--- src/rtl/esticador_pulso_pkg.sv ---
// Shared definitions for the pulse stretcher that drives active-low indicators.
//   estado_t            : FSM state encoding (OCIOSO / ATIVO / PAUSA)
//   CICLOS_*_PADRAO     : default period lengths for a 50 MHz clock
package esticador_pulso_pkg;

    typedef enum logic [1:0] {
        OCIOSO = 2'b00,
        ATIVO  = 2'b01,
        PAUSA  = 2'b10
    } estado_t;

    // 100 ms lit, 50 ms forced dark gap at 50 MHz
    localparam int CICLOS_ATIVO_PADRAO     = 5000000;
    localparam int CICLOS_PAUSA_PADRAO     = 2500000;
    localparam int MAX_PENDENTES_PADRAO    = 3;
    localparam int LARGURA_CONTADOR_PADRAO = 24;
    localparam int LARGURA_PEND_PADRAO     = 2;

endpackage

--- src/rtl/esticador_pulso_contador.sv ---
// Loadable down-counter that times the lit and gap periods.
//   CLOCK    : system clock
//   RESET    : asynchronous active-low reset, clears the count
//   carga    : load valor on the next edge (has priority over counting)
//   valor    : value to load
//   habilita : decrement while nonzero
//   terminal : high when the count is zero
module contador_periodo #(
    parameter int LARGURA_CONTADOR = 24
) (
    input  logic                        CLOCK,
    input  logic                        RESET,
    input  logic                        carga,
    input  logic [LARGURA_CONTADOR-1:0] valor,
    input  logic                        habilita,
    output logic                        terminal
);

    logic [LARGURA_CONTADOR-1:0] contagem;

    always_ff @(posedge CLOCK or negedge RESET) begin
        if (!RESET) begin
            contagem <= '0;
        end else if (carga) begin
            contagem <= valor;
        end else if (habilita && (contagem != '0)) begin
            contagem <= contagem - 1'b1;
        end
    end

    assign terminal = (contagem == '0);

endmodule

--- src/rtl/esticador_pulso.sv ---
// Stretches one-cycle internal event pulses into human-visible active-low
// indicator periods: CICLOS_ATIVO cycles low, then CICLOS_PAUSA cycles high.
// Requests arriving while busy are queued (saturating) and replayed in order.
//   CLOCK         : system clock
//   RESET         : asynchronous active-low reset
//   pulso_entrada : one-cycle event request
//   saida_raw     : active-low indicator drive (registered)
//   ocupado       : high while a lit period or its gap is in progress
//   pendentes     : number of queued requests
//   estouro       : one-cycle pulse when a request is dropped (queue full)
module esticador_pulso
    import esticador_pulso_pkg::*;
#(
    parameter int CICLOS_ATIVO     = CICLOS_ATIVO_PADRAO,
    parameter int CICLOS_PAUSA     = CICLOS_PAUSA_PADRAO,
    parameter int MAX_PENDENTES    = MAX_PENDENTES_PADRAO,
    parameter int LARGURA_CONTADOR = LARGURA_CONTADOR_PADRAO,
    parameter int LARGURA_PEND     = LARGURA_PEND_PADRAO
) (
    input  logic                    CLOCK,
    input  logic                    RESET,
    input  logic                    pulso_entrada,
    output logic                    saida_raw,
    output logic                    ocupado,
    output logic [LARGURA_PEND-1:0] pendentes,
    output logic                    estouro
);

    localparam logic [LARGURA_CONTADOR-1:0] RECARGA_ATIVO =
        LARGURA_CONTADOR'(CICLOS_ATIVO - 1);
    localparam logic [LARGURA_CONTADOR-1:0] RECARGA_PAUSA =
        LARGURA_CONTADOR'((CICLOS_PAUSA > 0) ? (CICLOS_PAUSA - 1) : 0);
    localparam logic [LARGURA_PEND:0] LIMITE = (LARGURA_PEND + 1)'(MAX_PENDENTES);
    localparam bit TEM_PAUSA = (CICLOS_PAUSA > 0);

    estado_t                     estado;
    logic                        terminal;
    logic                        carga;
    logic [LARGURA_CONTADOR-1:0] valor;
    logic                        inc;
    logic                        fim_intervalo;
    logic                        repete;
    logic                        descarte;
    logic [LARGURA_PEND:0]       efetivo;
    logic [LARGURA_PEND:0]       restante;
    logic [LARGURA_PEND-1:0]     pend_prox;

    contador_periodo #(
        .LARGURA_CONTADOR(LARGURA_CONTADOR)
    ) u_contador (
        .CLOCK    (CLOCK),
        .RESET    (RESET),
        .carga    (carga),
        .valor    (valor),
        .habilita (estado != OCIOSO),
        .terminal (terminal)
    );

    always_comb begin
        inc     = pulso_entrada && (estado != OCIOSO);
        efetivo = {1'b0, pendentes} + {{LARGURA_PEND{1'b0}}, inc};

        // End-of-gap decision: last PAUSA cycle, or last ATIVO cycle when
        // there is no gap. A request arriving on this very cycle counts.
        fim_intervalo = 1'b0;
        if (terminal) begin
            fim_intervalo = (estado == PAUSA) || ((estado == ATIVO) && !TEM_PAUSA);
        end
        repete = fim_intervalo && (efetivo != '0);

        restante  = efetivo - {{LARGURA_PEND{1'b0}}, repete};
        descarte  = (restante > LIMITE);
        pend_prox = descarte ? LIMITE[LARGURA_PEND-1:0] : restante[LARGURA_PEND-1:0];

        carga = 1'b0;
        valor = RECARGA_ATIVO;
        if (estado == OCIOSO) begin
            carga = pulso_entrada;
        end else if ((estado == ATIVO) && terminal && TEM_PAUSA) begin
            carga = 1'b1;
            valor = RECARGA_PAUSA;
        end else if (repete) begin
            carga = 1'b1;
        end
    end

    always_ff @(posedge CLOCK or negedge RESET) begin
        if (!RESET) begin
            estado    <= OCIOSO;
            saida_raw <= 1'b1;
            ocupado   <= 1'b0;
            pendentes <= '0;
            estouro   <= 1'b0;
        end else begin
            pendentes <= pend_prox;
            estouro   <= descarte;
            case (estado)
                OCIOSO: begin
                    if (pulso_entrada) begin
                        estado    <= ATIVO;
                        saida_raw <= 1'b0;
                        ocupado   <= 1'b1;
                    end
                end
                ATIVO: begin
                    if (terminal) begin
                        if (TEM_PAUSA) begin
                            estado    <= PAUSA;
                            saida_raw <= 1'b1;
                        end else if (!repete) begin
                            estado    <= OCIOSO;
                            saida_raw <= 1'b1;
                            ocupado   <= 1'b0;
                        end
                    end
                end
                PAUSA: begin
                    if (terminal) begin
                        if (repete) begin
                            estado    <= ATIVO;
                            saida_raw <= 1'b0;
                        end else begin
                            estado  <= OCIOSO;
                            ocupado <= 1'b0;
                        end
                    end
                end
                default: begin
                    estado    <= OCIOSO;
                    saida_raw <= 1'b1;
                    ocupado   <= 1'b0;
                end
            endcase
        end
    end

endmodule

--- config.mk ---
export PLATFORM = sky130hd
export DESIGN_NAME = esticador_pulso
export DESIGN_NICKNAME = d
export VERILOG_FILES = /design/src/rtl/esticador_pulso_pkg.sv /design/src/rtl/esticador_pulso_contador.sv /design/src/rtl/esticador_pulso.sv
export SDC_FILE = /design/constraint.sdc
export NUM_CORES = 1
export LEC_CHECK = 0
export ABC_AREA = 1
export ABC_CLOCK_PERIOD_IN_PS = 4300
export BUFFER_PORTS_ARGS = -buffer_cell sky130_fd_sc_hd__buf_2
export CAP_MARGIN = 20
export CORE_MARGIN = 2
export CORE_UTILIZATION = 50
export CTS_BUF_LIST = sky130_fd_sc_hd__clkbuf_8
export DETAILED_ROUTE_END_ITERATION = 8
export HOLD_SLACK_MARGIN = 0.12
export PLACE_DENSITY_LB_ADDON = 0.1
export SLEW_MARGIN = 20
export SYNTH_ARGS = -nofsm -noshare
export SYNTH_HDL_FRONTEND = slang
export SYNTH_SLANG_ARGS = --single-unit
--- constraint.sdc ---
create_clock -name CLOCK -period 4.3 [get_ports CLOCK]
set_input_delay 0.43 -clock CLOCK [delete_from_list [all_inputs] [get_ports CLOCK]]
set_output_delay 0.43 -clock CLOCK [all_outputs]
set_load 0.005 [all_outputs]
==> summary.txt <==
Logic synthesis
  – Synth warnings: 0
  – Nets in the synthesized netlist: 291
  – Register area share after synthesis: 0.383
  – Mapped cell area: 0.00203 mm2
  – #FFs+latches synth: 31
  – Synthesized instance count: 283
  – Post-synthesis cell type count: 30
  – Syn_area_per_cell: 7.17 um2

Worst setup path
  – Crit path max fanout: 32
  – Crit. End Element: register
  – Startpoint Class: register
  – Critical path class: register to register
  – Crit path DAT: 2.75 ns
  – Req. time, crit path: 4.47 ns

Routing
  – First-pass DRT Iterations: 4
  – Vias: 1729
  – First DRT Iteration DRCs: 160
  – Via density: 5.06
  – Drc violations: 0
  – Drt wl/cell: 12.3 um
  – Post-route ant nets: 0
  – Final WL: 4.21 mm

Finish
  – Finished Cell Area: 0.00216 mm2
  – Area of the multi-input gates: 0.00107 mm2
  – Reg area: 777 um2
  – P&R area growth vs syn: 6.41%
  – Share of cells above drive strength 1: 0.110
  – Nets@finish: 299
  – Antenna diode count: 0
  – Fill count: 399

STA
  – Final setup margin: 1.72 ns
  – Setup_tns: 0 ns
  – RSZ-0062 raised after global routing: false
  – Maximum clock frequency: 0.388 GHz
  – Final setup viols: 0
  – Final slew viol count: 0
  – Slew headroom: 0.531
  – Period minus WS final: 2.58 ns
  – Part of the cycle the worst path needs: 0.600
  – Fin. Hold Viols: 0
  – Tightest Pin Transition: 0.703 ns
  – Setup Skew: 0.00980 ns

Global routing
  – Largest net degree at the start of global routing: 33
  – Antenna violations before repair: 0
  – Gr usage total: 0.214
  – Vias in the first global route: 1557
  – First-pass GRT wire length: 7.22 mm
  – Grt ovf: 0

Clocking
  – Num CTS Buffers: 5
  – Max clock buf depth: 2
  – PostCTS Resize Cnt: 0
  – Clock net sink count: 31
  – H-tree lvl count: 2
  – CTS tree: done
  – Post-CTS Setup Inserts: 0
  – Clock transition at path regs: 0.06 ns
  – Root Buffer: clkbuf_8
  – Hold buffers post-CTS: 0
  – Worst skew pair latency: 0.28 ns

Power
  – Internal cell power: 0.000440 W
  – P_sw: 0.000150 W
  – Clk network pwr share: 0.365
  – Switching share of power: 0.254
  – Comb power frac: 0.108
  – Share of power burned in registers: 0.527
  – Max IR drop VDD: 0.000136 V
  – Pwr/cell area: 273 mW/mm2
  – P_leak: 1.17 nW

Place
  – Post-DP HPWL: 3.05 mm
  – Input/output buffers: 7
  – Routability cong.: 0.797
  – Dpl ws: 1.72 ns
  – Area after DPL: 0.00208 mm2

Outcome
  – Status: completed

Job
  – Maximum Capacitance Violations: 0

Die
  – CORE AREA: 0.00394 mm2
  – Num rows: 23
  – Die area: 0.00458 mm2
  – Starting Density: 0.515
  – Die Width: 67.7 um
  – Die span in y: 67.7 um
  – # IOs: 8

Hold path
  – Min-Delay Path Class: input pin to asynchronous set/reset pin
## critical path, cell delays in order (launching register included)
cell and delay [ns]:
dfrtp_1 0.40, nor2_1 0.19, nor2_1 0.07, ha_1 0.18
ha_1 0.28, nor2_1 0.10, a21oi_1 0.06, nand4_1 0.11
nand3_2 0.10, nand2_2 0.46, nand2_2 0.29, nand3_1 0.15
nand2_1 0.06
## routing by layer
metal  share of wire  GRT usage  routed length (um)
met4           0.013     0.0612                  55
met2            0.43      0.319                1820
met1            0.53      0.311                2220
met5               0          0                   0
met3           0.028     0.0450                 118
## cell usage after synthesis, drive strengths merged
library cell   n  area share
nand2         90        0.18
nor2          42       0.094
inv           36       0.067
nand3         35       0.094
dfrtp         30        0.37
o21ai         10       0.025
xor2           8       0.035
buf            6       0.024
ha             5       0.031
nor3           4       0.012
xnor2          4       0.017
a21oi          3      0.0074
nand4          3       0.017
and2           1      0.0031
dfstp          1       0.013
nand3b         1      0.0037
nor3b          1      0.0037
nor4           1      0.0031
o21bai         1      0.0037
or2            1      0.0031
## cells in the final DEF, fill, tap and decap left out
| cell type | instances |
|---|---|
| clkinv_2 | 1 |
| dfstp_2 | 1 |
| nor4_1 | 1 |
| nor3b_1 | 1 |
| o21ai_1 | 2 |
| ha_1 | 5 |
| nand4_4 | 1 |
| clkbuf_8 | 5 |
| nand3_2 | 3 |
| xor2_1 | 8 |
| o21ai_0 | 8 |
| nor3_2 | 1 |
| nor2_4 | 4 |
| nor2_1 | 37 |
| nor3_1 | 3 |
| dfrtp_1 | 30 |
| nand4_1 | 2 |
| inv_1 | 36 |
| nand3b_1 | 1 |
| a21oi_1 | 3 |
| nor2_2 | 1 |
| xnor2_1 | 4 |
| nand3_1 | 32 |
| buf_2 | 7 |
| inv_2 | 2 |
| o21bai_1 | 1 |
| or2_2 | 1 |
| nand2_1 | 85 |
| nand2_4 | 1 |
| and2_1 | 1 |
| nand2_2 | 4 |
## kinds of logic after synthesis
group                    Yosys count  synth area share
flip-flops                        31             0.383
XOR/XNOR                          12            0.0518
AO/OA/AOI/OAI                     14            0.0358
adder cells (fa/ha/maj)            5            0.0308
AND/OR/NAND/NOR                  179             0.408
buffers and inverters             42            0.0906
## final cells by class
type / count / area share
Clock buffer: 5 / 0.0319
Timing Repair Buffer: 7 / 0.0162
Sequential cell: 31 / 0.360
Tap cell: 50 / 0.0290
Multi-Input combinational cell: 210 / 0.495
Inverter: 36 / 0.0626
Clock inverter: 3 / 0.00579
## through the flow
step | power (W) | util | hold WS, ns | instances
after detailed placement | 0.000382 | 0.527 | 0.485 | 334
after global routing | 0.000627 | 0.548 | 0.257 | 342
final | 0.000590 | 0.548 | 0.183 | 342
after global placement | 0.000379 | 0.527 | 0.484 | 334
after CTS | 0.000597 | 0.548 | 0.217 | 342
after floorplan | 0.000352 | - | 0.134 | 283
## power by group through the flow
stage | registers [W] | clock network, W | logic, W
after global placement | 0.000317 | 0 | 0.0000627
after detailed placement | 0.000317 | 0 | 0.0000649
after floorplan | 0.000317 | 0 | 0.0000356
after CTS | 0.000312 | 0.000220 | 0.0000650
after global routing | 0.000313 | 0.000237 | 0.0000772
final | 0.000311 | 0.000215 | 0.0000636
## sequential cells by signal, indices dropped and copies added, names as in the netlist
| name | cells |
|---|---|
| saida_raw | 1 |
| ocupado | 1 |
| u_contador.contagem | 24 |
| estado | 2 |
| estouro | 1 |
| pendentes | 2 |
## path summary, 6_finish.rpt
path                                                 endpoint  slack [ns]  cells after the start                          startpoint
max reg2reg                u_contador.contagem[7]$_DFFE_PN0P_        1.72                     12               estado[1]$_DFFE_PN0P_
min in group CLOCK         u_contador.contagem[1]$_DFFE_PN0P_        0.49                      2  u_contador.contagem[1]$_DFFE_PN0P_
max                        u_contador.contagem[7]$_DFFE_PN0P_        1.72                     12               estado[1]$_DFFE_PN0P_
min reg2reg                u_contador.contagem[1]$_DFFE_PN0P_        0.49                      2  u_contador.contagem[1]$_DFFE_PN0P_
min                                    pendentes[0]$_DFF_PN0_        0.18                      1                               RESET
max in group asynchronous  u_contador.contagem[4]$_DFFE_PN0P_        3.65                      1                               RESET
Power figures use the tool's default switching activity.
